$ cat src/rtl/uc_microc.sv
// ---------------------------------------------------------------------------
// uc_microc -- control unit for the microc single-cycle datapath.
//
// Decodes the 6-bit opcode (plus the registered zero flag) into the datapath
// control signals with zero latency, and keeps a small amount of state:
// a RUN/HALT state machine, a sticky illegal-opcode flag and, optionally,
// two performance counters.
//
// Ports:
//   clk          in   system clock, all state updates on the rising edge
//   reset        in   asynchronous active-low reset
//   Opcode[5:0]  in   opcode field of the current instruction
//   z            in   registered zero flag from the datapath
//   s_inc        out  1 = PC+1, 0 = PC loads the jump address
//   s_inm        out  1 = register-file write data from immediate
//   we3          out  register-file write enable
//   wez          out  zero-flag write enable
//   Op[2:0]      out  ALU operation select
//   halted       out  1 while in HALT
//   illegal      out  sticky: an undefined opcode was executed
//   instr_count  out  executed-instruction counter (saturating)
//   jump_count   out  taken-jump counter (wrapping)
//
// Configuration macro:
//   UC_PERF_CNT_EN  when defined, instr_count and jump_count are real
//                   counters; otherwise both are tied to zero and no
//                   counter flops exist.
// ---------------------------------------------------------------------------
module uc_microc (
  input  logic        clk,
  input  logic        reset,
  input  logic [5:0]  Opcode,
  input  logic        z,
  output logic        s_inc,
  output logic        s_inm,
  output logic        we3,
  output logic        wez,
  output logic [2:0]  Op,
  output logic        halted,
  output logic        illegal,
  output logic [15:0] instr_count,
  output logic [7:0]  jump_count
);

  typedef enum logic {
    ST_RUN  = 1'b0,
    ST_HALT = 1'b1
  } state_t;

  localparam logic [5:0] OPC_J    = 6'b000000;
  localparam logic [5:0] OPC_JZ   = 6'b000001;
  localparam logic [5:0] OPC_JNZ  = 6'b000010;
  localparam logic [5:0] OPC_HALT = 6'b111111;

  state_t state_q, state_d;
  logic   illegal_q, illegal_d;

  // Decoded controls before gating by state/reset.
  logic       dec_s_inc;
  logic       dec_s_inm;
  logic       dec_we3;
  logic       dec_wez;
  logic [2:0] dec_op;
  logic       dec_halt;
  logic       dec_illegal;

  // Outputs are only live while the reset pin is released and we are in
  // RUN; looking at the reset pin directly keeps the controls at zero
  // during reset regardless of the opcode on the bus.
  logic run_active;

  assign run_active = reset && (state_q == ST_RUN);

  // Pure opcode decode. The HALT encoding lives inside the ALU range
  // (1xxxxx), so it is tested first.
  always_comb begin
    dec_s_inc   = 1'b0;
    dec_s_inm   = 1'b0;
    dec_we3     = 1'b0;
    dec_wez     = 1'b0;
    dec_op      = 3'b000;
    dec_halt    = 1'b0;
    dec_illegal = 1'b0;

    if (Opcode == OPC_HALT) begin
      dec_halt = 1'b1;
    end else if (Opcode[5]) begin
      dec_s_inc = 1'b1;
      dec_we3   = 1'b1;
      dec_wez   = 1'b1;
      dec_op    = Opcode[4:2];
    end else if (Opcode[4]) begin
      dec_s_inc = 1'b1;
      dec_s_inm = 1'b1;
      dec_we3   = 1'b1;
    end else if (Opcode == OPC_J) begin
      dec_s_inc = 1'b0;
    end else if (Opcode == OPC_JZ) begin
      dec_s_inc = ~z;
    end else if (Opcode == OPC_JNZ) begin
      dec_s_inc = z;
    end else begin
      // 000011..001111: undefined, executed as a NOP.
      dec_s_inc   = 1'b1;
      dec_illegal = 1'b1;
    end
  end

  always_comb begin
    s_inc = run_active & dec_s_inc;
    s_inm = run_active & dec_s_inm;
    we3   = run_active & dec_we3;
    wez   = run_active & dec_wez;
    Op    = run_active ? dec_op : 3'b000;
  end

  // Next-state logic: HALT is absorbing, only reset brings us back.
  always_comb begin
    state_d   = state_q;
    illegal_d = illegal_q;
    if (state_q == ST_RUN) begin
      if (dec_halt) begin
        state_d = ST_HALT;
      end
      if (dec_illegal) begin
        illegal_d = 1'b1;
      end
    end
  end

  always_ff @(posedge clk or negedge reset) begin
    if (!reset) begin
      state_q   <= ST_RUN;
      illegal_q <= 1'b0;
    end else begin
      state_q   <= state_d;
      illegal_q <= illegal_d;
    end
  end

  assign halted  = (state_q == ST_HALT);
  assign illegal = illegal_q;

`ifdef UC_PERF_CNT_EN
  logic [15:0] instr_count_q, instr_count_d;
  logic [7:0]  jump_count_q, jump_count_d;
  logic        is_jump_opc;
  logic        jump_taken;

  // J/JZ/JNZ are 0000xx with xx != 11; a taken jump is one of those with
  // the PC not incrementing. HALT also has s_inc=0 but is excluded here.
  assign is_jump_opc = (Opcode[5:2] == 4'b0000) && (Opcode[1:0] != 2'b11);
  assign jump_taken  = run_active && is_jump_opc && !dec_s_inc;

  // Every edge spent in RUN retires one instruction, including the HALT
  // itself; the count sticks at all-ones instead of wrapping.
  always_comb begin
    instr_count_d = instr_count_q;
    jump_count_d  = jump_count_q;
    if (run_active && (instr_count_q != 16'hFFFF)) begin
      instr_count_d = instr_count_q + 16'd1;
    end
    if (jump_taken) begin
      jump_count_d = jump_count_q + 8'd1;
    end
  end

  always_ff @(posedge clk or negedge reset) begin
    if (!reset) begin
      instr_count_q <= 16'd0;
      jump_count_q  <= 8'd0;
    end else begin
      instr_count_q <= instr_count_d;
      jump_count_q  <= jump_count_d;
    end
  end

  assign instr_count = instr_count_q;
  assign jump_count  = jump_count_q;
`else
  assign instr_count = 16'd0;
  assign jump_count  = 8'd0;
`endif

endmodule

$ cat config.mk
export PLATFORM = sky130hd
export DESIGN_NAME = uc_microc
export DESIGN_NICKNAME = d
export VERILOG_FILES = /design/src/rtl/uc_microc.sv
export SDC_FILE = /design/constraint.sdc
export NUM_CORES = 1
export LEC_CHECK = 0
export ABC_CLOCK_PERIOD_IN_PS = 1600
export BUFFER_PORTS_ARGS = -buffer_cell sky130_fd_sc_hd__buf_2
export CAP_MARGIN = 15
export CORE_AREA = 2 2 39 41
export CTS_BUF_LIST = sky130_fd_sc_hd__clkbuf_16
export DETAILED_ROUTE_END_ITERATION = 12
export DIE_AREA = 0 0 41 43
export GPL_ROUTABILITY_DRIVEN = 1
export HOLD_SLACK_MARGIN = 0.15
export PLACE_DENSITY = 0.74
export SYNTH_ARGS = -nofsm -noshare
export SYNTH_HDL_FRONTEND = slang
export SYNTH_SLANG_ARGS = --single-unit
$ cat constraint.sdc
create_clock -name clk -period 1.6 [get_ports clk]
set_input_delay 0.32 -clock clk [delete_from_list [all_inputs] [get_ports clk]]
set_output_delay 0.32 -clock clk [all_outputs]
set_load 0.1 [all_outputs]
==> results.json <==
{
  "outcome": "finished with violations",
  "violations": "setup timing",
  "synth_fa_ha_area_share_pct": 0,
  "min_from": "Opcode[4]",
  "clock_latency_ns": 0.22,
  "overflow": 0,
  "finalNetCount": 85,
  "drc": 0,
  "ff_latch_area_um2": 53.8,
  "hold_path_class": "in -> reg",
  "dp_hpwl_um": 676,
  "p_leak_uw": 0.000341,
  "diodes": 0,
  "synth_cell_types": 16,
  "max_freq_mhz": 589,
  "post_drt_wl_per_cell_um": 7.91,
  "syn2layout_area_growth_pct": 91.6,
  "synth-simple-area-share_pct": 18.9,
  "fp.dieW_um": 41,
  "yosysWarnings": 0,
  "mappedNetlistArea_um2": 358,
  "fin_ws_ns": -0.0965,
  "startpoint_type": "flop",
  "r2r-start": "halted$_DFF_PN0_",
  "final_util_pct": 49.5,
  "grt_usage_pct": 8.94,
  "drv_slew": 0,
  "synth_top_family_by_area": "buffers and inverters",
  "r2r_end": "illegal$_DFFE_PN0P_",
  "grt_max_degree": 7,
  "endpoint_kind": "output port",
  "path_max_fanout": 3,
  "cts_tree": "done",
  "gp_congestion": 0.679,
  "r2r_slack_ns": 0.56,
  "syn_inst": 49,
  "fin_area_um2": 686,
  "finalCritPeriodShare_pct": 106,
  "worstHoldEndpoint": "illegal$_DFFE_PN0P_",
  "dp_slack_ns": 0.0220,
  "htree_num_levels": 1,
  "grt_setup_unrepaired": "yes",
  "fillers": 135,
  "worst_clock_skew_ns": 0.00190,
  "fin_crit_ns": 1.70,
  "ioPinCount": 42,
  "clk_pin_slew_ns": 0.03,
  "powerDensity_mw_per_mm2": 1460,
  "synth_xor_area_share_pct": 0,
  "muxShareOfSynthArea_pct": 2.80,
  "synth_top_area_share_pct": 50.3,
  "r2r_cells": 2,
  "numPortBuffers": 17,
  "drive_gt1_share_pct": 48.0,
  "arrival_ns": 1.38,
  "antenna_found_initial": 0,
  "syn_avg_cell_area_um2": 7.30,
  "drt_pass1_iterations": 2,
  "multi_input_area_um2": 275,
  "yosysTopAreaCell": "buf_4",
  "dieArea_mm2": 0.00176,
  "hold_depth": 2,
  "cts_made_buffers": 3,
  "num_rows": 14,
  "coreArea_mm2": 0.00138,
  "setup_viol": 5,
  "postRouteWirelength_um": 720,
  "drt_iter0_markers": 2,
  "vias_per_cell": 3.65,
  "grt_pass1_wl_um": 1060,
  "drv_cap": 0,
  "initial_core_util_pct": 25.9,
  "crit_type": "reg -> out",
  "vias": 332,
  "placedInstanceArea_um2": 589,
  "fp.dieH_um": 43,
  "cts_buffer_depth": 2,
  "clock_sinks": 2,
  "antenna_left": 0,
  "ys_seq_elements": 2,
  "cts-root-buf": "clkbuf_16",
  "synth_area_leaders": "buf_4, dfrtp_1, nor2_1",
  "synth_compound_area_share_pct": 10.8,
  "vdd_drop_max_v": 0.000960,
  "grt_pass1_vias": 284,
  "yosysSeqAreaShare_pct": 14.0,
  "hold_viol": 0,
  "required_ns": 1.28
}
## repair_timing
action,CTS,global route
setup buffers,1,0
hold buffers,1,0
endpoints found under the setup margin,6,7
gates cloned,0,0
resized for setup,0,0
endpoints found under the hold margin,2,0
pin swaps,0,0
## Yosys cell counts, drive strengths merged
| cell type | number |
|---|---|
| a211oi | 1 |
| mux2i | 1 |
| conb | 1 |
| dfrtp | 2 |
| o21ai | 1 |
| and3 | 1 |
| a31oi | 1 |
| inv | 2 |
| buf | 24 |
| o21bai | 1 |
| nand4 | 1 |
| nor2 | 7 |
| o41ai | 1 |
| nand3 | 1 |
| nor2b | 1 |
| nand2 | 3 |
## cells by family after synthesis
group / after synthesis
muxes: 1
AOI/OAI and AO/OA: 5
buffers and inverters: 26
other: 1
and+or+nand+nor: 14
DFF: 2
## worst max-delay path by stage
stage                           from    end  cells past startpoint
floorplan           halted$_DFF_PN0_  s_inc                      3
global placement           Opcode[1]  Op[1]                      6
detailed placement         Opcode[1]  Op[1]                      6
CTS                 halted$_DFF_PN0_    wez                      5
global route        halted$_DFF_PN0_  Op[1]                      5
finish              halted$_DFF_PN0_  Op[1]                      5
## through the flow
stage	hold slack, ns	power (µW)	setup TNS (ns)	instances
finish	0.356	1000	-0.358	91
global route	0.376	1040	-0.575	91
CTS	0.358	1010	-0.421	91
detailed placement	0.116	613	0	85
global placement	0.114	608	0	85
floorplan	0.0244	551	-0.985	72
## report_power, final
part           internal (µW)  total, µW  switching (µW)
logic                    108        554             446
clock network            321        382            60.2
registers               60.3       65.7            5.44
total                    490       1000             512
## worst max-delay path, cell delays in order, from the launching register on
cell     delay, ns
dfrtp_4       0.47
nor2b_4       0.16
o21ai_4       0.11
buf_12        0.15
nor2_4        0.09
buf_12        0.18
## cell usage in the layout, fill, tap and decap left out, types with 2 or more instances in the layout
cell,count
buf_12,8
buf_2,10
buf_4,4
clkbuf_16,3
conb_1,24
inv_1,3
nand2_1,3
nor2_1,2
nor2_4,5
## layer usage
layer	vias to the layer above	track usage (%)	share of wire, %
li1	162	-	-
met3	0	1.57	10
met5	-	0	0
met2	21	17.5	62
met4	0	6.00	0
met1	149	6.75	28
## final cells by class
| cell class | instances | area share (%) |
|---|---|---|
| clock buffer | 3 | 10.9 |
| clock inverter | 1 | 0.547 |
| inverter | 2 | 1.09 |
| multi-input combinational | 44 | 40.1 |
| sequential | 2 | 7.85 |
| tap | 16 | 2.92 |
| timing repair buffer | 23 | 36.5 |
## state kept, by name, indices dropped and copies added, names as in the netlist
signal and count:
illegal 1, halted 1
Note: power is estimated with default switching activity, not from simulation.
